File: src/rtl/coin_pkg.sv
// Shared coin codes, debounce state encoding and the default debounce length
// for the coin acceptor slice.
package coin_pkg;

  localparam int DEBOUNCE_CYCLES_DEF = 8;

  localparam logic [1:0] COIN_NONE   = 2'b00;
  localparam logic [1:0] COIN_NICKEL = 2'b01;
  localparam logic [1:0] COIN_DIME   = 2'b10;

  typedef enum logic [2:0] {
    DB_ARM     = 3'd0,
    DB_IDLE    = 3'd1,
    DB_CONFIRM = 3'd2,
    DB_ACTIVE  = 3'd3,
    DB_RELEASE = 3'd4
  } db_state_e;

endpackage

File: src/rtl/coin_debounce.sv
// Two-flop synchronizer plus debounce FSM for one coin sensor; emits a
// registered one-cycle event each time the sensor settles high.
module coin_debounce
  import coin_pkg::*;
#(
  parameter int DEBOUNCE_CYCLES = DEBOUNCE_CYCLES_DEF
) (
  input  logic clk_i,
  input  logic rst_ni,
  input  logic raw_i,
  output logic event_o
);

  localparam logic [7:0] RUN_LAST = 8'(DEBOUNCE_CYCLES - 1);

  logic [1:0] sync_q;
  db_state_e  state_q, state_d;
  logic [7:0] cnt_q, cnt_d;
  logic       event_q, event_d;
  logic       sample_s;
  logic       last_s;

  assign sample_s = sync_q[1];
  // The current sample is the one that completes the run.
  assign last_s   = (cnt_q == RUN_LAST);
  assign event_o  = event_q;

  // State, run counter, synchronizer and event register.
  always_ff @(posedge clk_i or negedge rst_ni) begin
    if (!rst_ni) begin
      sync_q  <= 2'b00;
      state_q <= DB_ARM;
      cnt_q   <= 8'd0;
      event_q <= 1'b0;
    end else begin
      sync_q  <= {sync_q[0], raw_i};
      state_q <= state_d;
      cnt_q   <= cnt_d;
      event_q <= event_d;
    end
  end

  // Next state and run counter.
  always_comb begin
    state_d = state_q;
    cnt_d   = cnt_q;
    case (state_q)
      DB_ARM: begin
        if (sample_s) begin
          cnt_d = 8'd0;
        end else if (last_s) begin
          state_d = DB_IDLE;
          cnt_d   = 8'd0;
        end else begin
          cnt_d = cnt_q + 8'd1;
        end
      end
      DB_IDLE: begin
        if (sample_s) begin
          state_d = DB_CONFIRM;
          cnt_d   = 8'd1;
        end else begin
          cnt_d = 8'd0;
        end
      end
      DB_CONFIRM: begin
        if (!sample_s) begin
          state_d = DB_IDLE;
          cnt_d   = 8'd0;
        end else if (last_s) begin
          state_d = DB_ACTIVE;
          cnt_d   = 8'd0;
        end else begin
          cnt_d = cnt_q + 8'd1;
        end
      end
      DB_ACTIVE: begin
        if (!sample_s) begin
          state_d = DB_RELEASE;
          cnt_d   = 8'd1;
        end else begin
          cnt_d = 8'd0;
        end
      end
      DB_RELEASE: begin
        if (sample_s) begin
          state_d = DB_ACTIVE;
          cnt_d   = 8'd0;
        end else if (last_s) begin
          state_d = DB_IDLE;
          cnt_d   = 8'd0;
        end else begin
          cnt_d = cnt_q + 8'd1;
        end
      end
      default: begin
        state_d = DB_ARM;
        cnt_d   = 8'd0;
      end
    endcase
  end

  // A bounce back from RELEASE is the same coin, so only CONFIRM->ACTIVE fires.
  always_comb begin
    if ((state_q == DB_CONFIRM) && (state_d == DB_ACTIVE)) begin
      event_d = 1'b1;
    end else begin
      event_d = 1'b0;
    end
  end

endmodule

File: src/rtl/coin_acceptor.sv
// Coin acceptor: two debounced sensors feed a coin queue that issues one
// coin code per slot with a mandatory idle gap. COIN_ACCEPTOR_FIFO_EN selects
// a 4-deep queue; otherwise a single holding register is used.
module coin_acceptor
  import coin_pkg::*;
#(
  parameter int DEBOUNCE_CYCLES = DEBOUNCE_CYCLES_DEF
) (
  input  logic       clk,
  input  logic       rst,
  input  logic       nickel_raw,
  input  logic       dime_raw,
  input  logic       vend_busy,
  output logic [1:0] coin,
  output logic       reject,
  output logic [2:0] pending
);

  logic       ev_nickel_s, ev_dime_s;
  logic       ev_single_s, ev_both_s;
  logic [1:0] ev_code_s;
  logic       full_s, empty_s;
  logic [1:0] head_s;
  logic       enq_s, deq_s;
  logic [1:0] coin_q, coin_d;
  logic       reject_q, reject_d;

  coin_debounce #(.DEBOUNCE_CYCLES(DEBOUNCE_CYCLES)) u_db_nickel (
    .clk_i  (clk),
    .rst_ni (rst),
    .raw_i  (nickel_raw),
    .event_o(ev_nickel_s)
  );

  coin_debounce #(.DEBOUNCE_CYCLES(DEBOUNCE_CYCLES)) u_db_dime (
    .clk_i  (clk),
    .rst_ni (rst),
    .raw_i  (dime_raw),
    .event_o(ev_dime_s)
  );

  assign ev_both_s   = ev_nickel_s & ev_dime_s;
  assign ev_single_s = ev_nickel_s ^ ev_dime_s;
  assign ev_code_s   = ev_nickel_s ? COIN_NICKEL : COIN_DIME;
  assign enq_s       = ev_single_s & ~full_s;
  // Issuing only when coin was idle last cycle forces the gap for nw_pa.
  assign deq_s       = ~empty_s & ~vend_busy & (coin_q == COIN_NONE);

`ifdef COIN_ACCEPTOR_FIFO_EN
  logic [1:0] mem_q [4];
  logic [1:0] wr_ptr_q, rd_ptr_q;
  logic [2:0] cnt_q, cnt_d;

  assign head_s  = mem_q[rd_ptr_q];
  assign full_s  = (cnt_q == 3'd4);
  assign empty_s = (cnt_q == 3'd0);
  assign pending = cnt_q;

  // Occupancy update; simultaneous push and pop leave it unchanged.
  always_comb begin
    case ({enq_s, deq_s})
      2'b10:   cnt_d = cnt_q + 3'd1;
      2'b01:   cnt_d = cnt_q - 3'd1;
      default: cnt_d = cnt_q;
    endcase
  end

  // Queue storage and wrapping pointers.
  always_ff @(posedge clk or negedge rst) begin
    if (!rst) begin
      for (int i = 0; i < 4; i++) begin
        mem_q[i] <= COIN_NONE;
      end
      wr_ptr_q <= 2'd0;
      rd_ptr_q <= 2'd0;
      cnt_q    <= 3'd0;
    end else begin
      if (enq_s) begin
        mem_q[wr_ptr_q] <= ev_code_s;
        wr_ptr_q        <= wr_ptr_q + 2'd1;
      end
      if (deq_s) begin
        rd_ptr_q <= rd_ptr_q + 2'd1;
      end
      cnt_q <= cnt_d;
    end
  end
`else
  logic [1:0] hold_q;
  logic       full_q, full_d;

  assign head_s  = hold_q;
  assign full_s  = full_q;
  assign empty_s = ~full_q;
  assign pending = {2'b00, full_q};

  // A single slot cannot be pushed and popped together.
  always_comb begin
    case ({enq_s, deq_s})
      2'b10:   full_d = 1'b1;
      2'b01:   full_d = 1'b0;
      default: full_d = full_q;
    endcase
  end

  // Holding register.
  always_ff @(posedge clk or negedge rst) begin
    if (!rst) begin
      hold_q <= COIN_NONE;
      full_q <= 1'b0;
    end else begin
      if (enq_s) begin
        hold_q <= ev_code_s;
      end
      full_q <= full_d;
    end
  end
`endif

  // Issue and reject decisions.
  always_comb begin
    if (deq_s) begin
      coin_d = head_s;
    end else begin
      coin_d = COIN_NONE;
    end
    reject_d = ev_both_s | (ev_single_s & full_s);
  end

  // Registered outputs.
  always_ff @(posedge clk or negedge rst) begin
    if (!rst) begin
      coin_q   <= COIN_NONE;
      reject_q <= 1'b0;
    end else begin
      coin_q   <= coin_d;
      reject_q <= reject_d;
    end
  end

  assign coin   = coin_q;
  assign reject = reject_q;

endmodule

File: config.mk
export PLATFORM = sky130hd
export DESIGN_NAME = coin_acceptor
export DESIGN_NICKNAME = d
export VERILOG_FILES = /design/src/rtl/coin_pkg.sv /design/src/rtl/coin_debounce.sv /design/src/rtl/coin_acceptor.sv
export SDC_FILE = /design/constraint.sdc
export NUM_CORES = 1
export LEC_CHECK = 0
export ABC_AREA = 1
export CORE_MARGIN = 2
export CORE_UTILIZATION = 30
export DETAILED_ROUTE_END_ITERATION = 10
export GPL_ROUTABILITY_DRIVEN = 0
export GPL_TIMING_DRIVEN = 0
export PLACE_DENSITY = 0.47
export SLEW_MARGIN = 25
export SYNTH_ARGS = -nofsm -noshare
export SYNTH_HDL_FRONTEND = slang
export SYNTH_SLANG_ARGS = --single-unit
File: constraint.sdc
create_clock -name clk -period 2.77 [get_ports clk]
set_clock_uncertainty 0.1 [all_clocks]
set_input_delay 0.831 -clock clk [delete_from_list [all_inputs] [get_ports clk]]
set_output_delay 0.831 -clock clk [all_outputs]
set_load 0.005 [all_outputs]
Yosys cells after proc, flatten, opt, wreduce, memory -nomap -nowiden:

Cells that the tools add are included.

* bits in registers: 34
* word-level logic and storage cells: 78
* bits of input ports: 5
* output and inout bits: 6

* equality and inequality tests: 14
* reduce and logical (&&, ||, !) cells: 8
* mux-type cells: 33
* add/sub/neg operators: 2
* bitwise gates (word level): 9

Operators by type and width (count)
* $pmux 8 s4: 2
* $mux 8: 6
* $mux 3: 14
* $pmux 3 s5: 2
* $eq 3x2->1 const B: 6
* $add 8x1->8 const B: 2
* $eq 8x3->1 const B: 2
* $eq 3x1->1 const B: 2
* $eq 3x3->1 const B: 2
* $logic_not 3->1: 2
* $mux 1: 6
* $and 1x1->1: 5
* $mux 2: 2
* $reduce_or 2->1: 2
* $eq 2x1->1 const B: 1
* $eq 2x2->1 const B: 1
* $logic_and 1x1->1: 2
* $logic_not 2->1: 1
* $not 1->1: 2
* $pmux 1 s2: 1
* $reduce_bool 2->1: 1
* $or 1x1->1: 1
* $xor 1x1->1: 1

Logic depth before layout (Yosys ltp):

Gate-level depths: netlist of the first run.

* depth in word-level cells: 7
* mapped depth: 7
* gate-level depth less buffers: 7

Modules after synthesis:

A second synthesis of the first run with hierarchy kept.

* cells, all modules: 208
* area total of the unflattened synthesis: 1780.5 um2

By module, submodules not included
* coin_debounce: area each 743.2 um2, sequential area each 350.3 um2, cells an instance 87, times used 2
* coin_acceptor: area each 294.0 um2, sequential area each 150.1 um2, cells an instance 34, times used 1

Least setup slack after synthesis of the first run:

No wires, ideal clock.

* path kind: input to register
* from: input port vend_busy
* to: register full_q
* data arrival time: 1.370 ns
* stages on the path: 6
* path buffers: 0
* library setup time: 0.126 ns
* path slack: 1.174 ns
* required time: 2.544 ns
* cell sequence: nor2_1 -> nand2_1 -> inv_1 -> ha_1 -> nand2_1 -> o21ai_0

* cells in the longest elaborated chain, start to end: 5
* elaborated cells on any way between the ends: 7
* those cells by class: 2 x eq/ne; 1 x mux; 3 x bitwise; 1 x reduce/logical

Ends and longest elaborated chain
* start, declared: RTL line coin_acceptor.sv:13 `input logic vend_busy,`
* $not 1->1 (*): RTL line coin_acceptor.sv:47 `assign deq_s = ~empty_s & ~vend_busy & (coin_q == COIN_NONE);`
* $and 1x1->1 (*) (2 in series): RTL line coin_acceptor.sv:47
* $eq 2x1->1 or $eq 2x2->1 (tied branches): RTL line coin_acceptor.sv:99 `case ({enq_s, deq_s})`
* $pmux 1 s2 or $reduce_bool 2->1 (tied branches)
* end signal, assigned: RTL line coin_acceptor.sv:115 `full_q <= full_d;`
* end, declared: RTL line coin_acceptor.sv:90 `logic full_q, full_d;`

Every way passes the cells marked *; elsewhere a longest branch is shown, timed or not.
A chain may end at the register's enable or synchronous reset.

Final worst setup path of the first run:

* from: register full_q
* to: output port pending[0]

RTL lines
* end, declared: RTL line coin_acceptor.sv:16 `output logic [2:0] pending`

No word-level cell between the ends.

==> results.sh, run 1 <==
export IMPL_status="finished, final reports clean"
export IMPL_cts_htree_levels=2
export IMPL_wl_um=2838
export IMPL_synthTopCellsByArea="dfrtp_1 (51%), nor2_1 (9.2%), nand2_1 (7.4%)"
export IMPL_dp_worst_setup_slack_ns=0.6561
export IMPL_clkSinkCount=34
export IMPL_vias_per_cell=4.269
export IMPL_route_detailed_drc=0
export IMPL_grt_max_degree=25
export IMPL_min_period_ns=2.199
export IMPL_num_rows=27
export IMPL_required_ns=1.84
export IMPL_port_buffers=8
export IMPL_async_flop_share_pct=100.0
export IMPL_path_clk_slew_ns=0.07
export IMPL_areaGrowthSynthToFinish_pct=16.70
export IMPL_regToRegSetupSlack_ns=1.18
export IMPL_setup_viol=0
export IMPL_core_area_um2=5439
export IMPL_wl_per_cell_um=9.786
export IMPL_cp_endpoint="pending[0]"
export IMPL_drt_iter0_drc=103
export IMPL_clk_path_buf_depth=2
export IMPL_layout_commonest_cell="nor2_1"
export IMPL_rr_endpoint="full_q"
export IMPL_crit_path_start_kind="flop"
export IMPL_critPathCaptureType="output port"
export IMPL_cts_tree="built"
export IMPL_cp_max_fo=4
export IMPL_ys_warn_count=0
export IMPL_antenna_found_initial=0
export IMPL_drtPass1Iterations=6
export IMPL_dp_cells=282
export IMPL_power_total_mw=1.402
export IMPL_ctsRootBufferMaster="clkbuf_8"
export IMPL_ys_flop_type="dfrtp_1"
export IMPL_diodes=0
export IMPL_post_route_period_util_pct=79.38
export IMPL_hold_violations=0
export IMPL_maxCapViolations=0
export IMPL_die_y_um=78.79
export IMPL_rsz0062_at_grt="false"
export IMPL_fmax_mhz=454.8
export IMPL_dp_hpwl_um=2081
export IMPL_post_synth_num_cell_types=27
export IMPL_start_util_pct=30.85
export IMPL_holdCritPathClass="reg -> reg"
export IMPL_routed_via_count=1238
export IMPL_layout_setup_ws_ns=0.5712
export IMPL_yosysTopAreaCell="dfrtp_1"
export IMPL_grt_pass1_wl_um=5161
export IMPL_final_cell_mix="nor2_1 (41), dfrtp_1 (34), nand2_1 (33)"
export IMPL_pin_count=11
export IMPL_overflow=0
export IMPL_insertion_delay_ns=0.28
export IMPL_tns_ns=0
export IMPL_rr_worst_depth=7
export IMPL_cts_setup_buffers=0
export IMPL_synth_top_area_share_pct=50.71
export IMPL_synth_area_um2=1678
export IMPL_drive_gt1_share_pct=12.39
export IMPL_synthCells=200
export IMPL_ctsResizeCount=0
export IMPL_slew_viol_final=0
export IMPL_crit_start="full_q"
export IMPL_r2r_start="u_db_nickel.event_o"
export IMPL_synth_edf_count=0
export IMPL_instances_no_fill=290
export IMPL_ys_ff_latch=34
export IMPL_grtUsageTotal_pct=10.83
export IMPL_ys_seq_area_share_pct=50.71
export IMPL_cellPowerDensity_nw_per_um2=716.2
export IMPL_design_die_area_um2=6207
export IMPL_final_nets=226
export IMPL_fp_dieW_um=78.79
export IMPL_path_class="reg -> out"
export IMPL_p_leak_nw=0.9518
export IMPL_grt_pass1_vias=1185
export IMPL_hold_ws_ns=0.2497
export IMPL_ant_nets=0
export IMPL_postCtsHoldBufs=0
export IMPL_arrival_ns=1.27
export IMPL_syn_area_per_cell_um2=8.389
export IMPL_numCtsBuffers=5
export IMPL_vdd_drop_max_mv=0.2790
## critical path: stages, from the launching register on
cell             delay, ns
dfrtp_1               0.39
buf_4                 0.12
clkdlybuf4s50_1       0.48
## where the power goes
part / switching [mW] / leakage [nW] / internal, mW / total (mW)
Clock: 0.178 / 0.0482 / 0.201 / 0.378
Combinational: 0.225 / 0.446 / 0.156 / 0.380
Sequential: 0.0716 / 0.458 / 0.572 / 0.644
## per-layer routing
| metal | share of wire (%) | GRT usage, % | vias up |
|---|---|---|---|
| met2 | 45 | 15.73 | 16 |
| met3 | 3.0 | 4.205 | 2 |
| met5 | 0 | 0 | - |
| met4 | 0.81 | 4.211 | 0 |
| met1 | 51 | 14.49 | 557 |
| li1 | - | - | 663 |
## layout make-up
type                       instances  area (µm²)
clock inverter                     1       5.005
sequential                        34       850.8
multi-input combinational        137       706.9
fill                             555        3481
buffer                             3       22.52
tap                               72       90.09
clock buffer                       7       86.33
inverter                          27       101.3
timing repair buffer               9       95.09
## state kept, by name, indices dropped and copies added (netlist names)
signal and count:
u_db_nickel.event_o 1, coin 2, u_db_nickel.cnt_q 8, u_db_dime.sync_q 2
head_s 2, reject 1, full_q 1, u_db_dime.cnt_q 8
u_db_nickel.state_q 3, u_db_nickel.sync_q 2, u_db_dime.event_o 1, u_db_dime.state_q 3
## logic make-up (layout without fill, tap and decap cells)
group                      count (synthesis)  after routing  synth area share [%]
AOI/OAI and AO/OA                         16             16                 5.593
xor gates and xnor gates                   4              4                 2.088
adders and majority gates                  4              4                 2.983
buffers and inverters                     30             47                 7.382
DFF                                       34             34                 50.71
other                                      1              2                0.2235
and+or+nand+nor                          111            111                 31.02
## worst min path at each step
stage,from,endpoint,depth (start not counted)
after detailed placement,u_db_nickel.sync_q[0],u_db_nickel.sync_q[1],0
final,u_db_nickel.sync_q[0],u_db_nickel.sync_q[1],0
after floorplan,u_db_dime.sync_q[0],u_db_dime.sync_q[1],0
after global placement,u_db_nickel.sync_q[0],u_db_nickel.sync_q[1],0
after CTS,u_db_nickel.sync_q[0],u_db_nickel.sync_q[1],0
after global routing,u_db_nickel.sync_q[0],u_db_nickel.sync_q[1],0
## cell usage after synthesis, types with 3 or more instances
cell type	count
nor2_1	41
dfrtp_1	34
nand2_1	33
inv_1	26
nand3_1	15
a21oi_1	7
nor3_2	6
ha_1	4
nor2_2	4
buf_4	3
nand2_2	3
o21ai_0	3
xor2_1	3
## through the flow
step	utilization (%)	area, µm²
after floorplan	-	1682
after global placement	34.05	1852
after detailed placement	34.32	1867
after CTS	36.00	1958
after global routing	36.00	1958
final	36.00	1958
No activity file was read; power rests on OpenSTA's default activity.
==> run 2: changes to the inputs <==
--- a/config.mk
+++ b/config.mk
@@ -11,7 +11,7 @@
 export DETAILED_ROUTE_END_ITERATION = 10
 export GPL_ROUTABILITY_DRIVEN = 0
 export GPL_TIMING_DRIVEN = 0
-export PLACE_DENSITY = 0.47
+export PLACE_DENSITY = 0.49
 export SLEW_MARGIN = 25
 export SYNTH_ARGS = -nofsm -noshare
 export SYNTH_HDL_FRONTEND = slang
==> constraint.sdc (replaced) <==
create_clock -name clk -period 2 [get_ports clk]
set_clock_uncertainty 0.1 [all_clocks]
set_input_delay 0.6 -clock clk [delete_from_list [all_inputs] [get_ports clk]]
set_output_delay 0.6 -clock clk [all_outputs]
set_load 0.005 [all_outputs]
==> results.sh, run 2 (synthesized netlist as in run 1, its figures left out) <==
export IMPL_status="finished, final reports clean"
export IMPL_ctsRootBufferMaster="clkbuf_8"
export IMPL_regToRegSetupSlack_ns=0.40
export IMPL_numCtsBuffers=5
export IMPL_route_detailed_drc=0
export IMPL_wl_um=2745
export IMPL_core_area_um2=5439
export IMPL_num_rows=27
export IMPL_grt_pass1_wl_um=5216
export IMPL_cts_htree_levels=2
export IMPL_grt_pass1_vias=1196
export IMPL_start_util_pct=30.85
export IMPL_cp_buffers_inverters=1
export IMPL_fp_dieW_um=78.79
export IMPL_routed_via_count=1262
export IMPL_hold_violations=0
export IMPL_postCtsHoldBufs=0
export IMPL_p_clk_share_pct=29.7
export IMPL_cp_num_cells=1
export IMPL_cellPowerDensity_nw_per_um2=1031
export IMPL_rsz0062_at_grt="false"
export IMPL_fmax_mhz=549.4
export IMPL_dp_hpwl_um=2049
export IMPL_die_y_um=78.79
export IMPL_combPwrFrac_pct=26.7
export IMPL_insertion_delay_ns=0.28
export IMPL_r2r_start="u_db_nickel.event_o"
export IMPL_crit_family="buffers and inverters"
export IMPL_p_leak_nw=0.9703
export IMPL_path_class="reg -> out"
export IMPL_drive_gt1_share_pct=12.33
export IMPL_pin_count=11
export IMPL_cp_slowest_cell="clkdlybuf4s50_1"
export IMPL_grt_max_degree=28
export IMPL_min_period_ns=1.820
export IMPL_diodes=0
export IMPL_port_buffers=8
export IMPL_fillers=570
export IMPL_path_clk_slew_ns=0.07
export IMPL_reg_largest_list="u_db_dime.cnt_q x8, u_db_nickel.cnt_q x8"
export IMPL_pwr_share_seq_pct=43.7
export IMPL_vias_per_cell=4.337
export IMPL_final_nets=227
export IMPL_maxCapViolations=0
export IMPL_post_route_period_util_pct=91.01
export IMPL_required_ns=1.30
export IMPL_tns_ns=0
export IMPL_areaGrowthSynthToFinish_pct=18.20
export IMPL_ant_nets=0
export IMPL_holdCritPathClass="in -> async"
export IMPL_swShare_pct=32.03
export IMPL_layout_commonest_cell="nor2_1"
export IMPL_slew_viol_final=0
export IMPL_crit_path_start_kind="flop"
export IMPL_drt_iter0_drc=45
export IMPL_slowest_delay_ns=0.50
export IMPL_worstPathCellList="clkdlybuf4s50_1"
export IMPL_antenna_found_initial=0
export IMPL_clk_path_buf_depth=2
export IMPL_design_die_area_um2=6207
export IMPL_arrival_ns=1.12
export IMPL_grtUsageTotal_pct=10.48
export IMPL_drtPass1Iterations=4
export IMPL_p_switching_uw=655.1
export IMPL_vdd_drop_max_mv=0.4411
export IMPL_rr_endpoint="full_q"
export IMPL_final_core_util_pct=36.46
export IMPL_overflow=0
export IMPL_setup_viol=0
export IMPL_wl_per_cell_um=9.433
export IMPL_final_cell_mix="nor2_1 (41), dfrtp_1 (34), nand2_1 (33)"
export IMPL_clkSinkCount=34
export IMPL_cts_tree="built"
export IMPL_cp_max_fo=2
export IMPL_power_internal_mw=1.390
export IMPL_critPathCaptureType="output port"
export IMPL_rr_worst_depth=7
## run 2: cell count changes in the layout (fill, tap and decap cells not counted)
| cell | before | now |
|---|---|---|
| dlymetal6s2s_1 | 0 | 1 |
| buf_4 | 3 | 4 |
| clkinv_2 | 1 | 0 |
| clkbuf_8 | 6 | 5 |
| clkdlybuf4s50_1 | 7 | 6 |
| bufinv_16 | 0 | 1 |
| clkbuf_1 | 1 | 2 |
## run 2: worst max path at each step
stage,start,endpoint,slack (ns)
after floorplan,u_db_nickel.event_o,full_q,0.53
after global placement,rst,u_db_dime.cnt_q[5],-0.58
after detailed placement,vend_busy,full_q,0.13
after CTS,full_q,pending[0],0.007
after global routing,coin[0],coin[0],0.12
final,coin[0],coin[0],0.18
## run 2: through the flow
step,setup slack [ns],cells,hold slack (ns),instance area (µm²),power (mW)
after detailed placement,0.1316,282,0.2411,1867,1.450
final,0.1797,291,0.06318,1983,2.045
after floorplan,0.5260,201,0.2044,1682,1.293
after global placement,-0.5812,281,0.2315,1852,1.442
after global routing,0.1227,291,0.05953,1983,2.215
after CTS,0.007468,290,0.06339,1973,2.066
## run 2: layer usage
| layer | GRT usage, % | vias up | wire (µm) |
|---|---|---|---|
| li1 | - | 664 | - |
| met1 | 13.51 | 579 | 1385 |
| met2 | 16.32 | 15 | 1238 |
| met3 | 3.068 | 4 | 77 |
| met4 | 4.561 | 0 | 44 |
| met5 | 0 | - | 0 |
## run 2: area by class of cell
class | instances | area [µm²] | share of cell area [%]
plain buffers | 3 | 22.52 | 1.136
clock buffers | 7 | 76.32 | 3.849
clock inverters | 1 | 30.03 | 1.514
inverters | 27 | 101.3 | 5.110
multi-input cells | 137 | 706.9 | 35.65
flip-flops and latches | 34 | 850.8 | 42.90
well taps | 72 | 90.09 | 4.543
repair buffers | 10 | 105.1 | 5.300
## run 2: timing repair
item | CTS | global route
endpoints found under the setup margin | 0 | 1
resized for setup | 0 | 1
setup buffers | 0 | 1
## run 2: power groups by stage
stage,Clock (mW),Sequential [mW],Combinational (mW)
after detailed placement,0,0.908,0.541
after global routing,0.668,0.911,0.636
after CTS,0.628,0.895,0.543
final,0.607,0.893,0.546
after global placement,0,0.903,0.538
after floorplan,0,0.882,0.411
==> run 3: changes to the inputs <==
--- a/config.mk
+++ b/config.mk
@@ -6,6 +6,7 @@
 export NUM_CORES = 1
 export LEC_CHECK = 0
 export ABC_AREA = 1
+export CAP_MARGIN = 20
 export CORE_MARGIN = 2
 export CORE_UTILIZATION = 30
 export DETAILED_ROUTE_END_ITERATION = 10
==> results of run 3 <==
The final DEF is identical to that of run 2; final timing and power are the same.
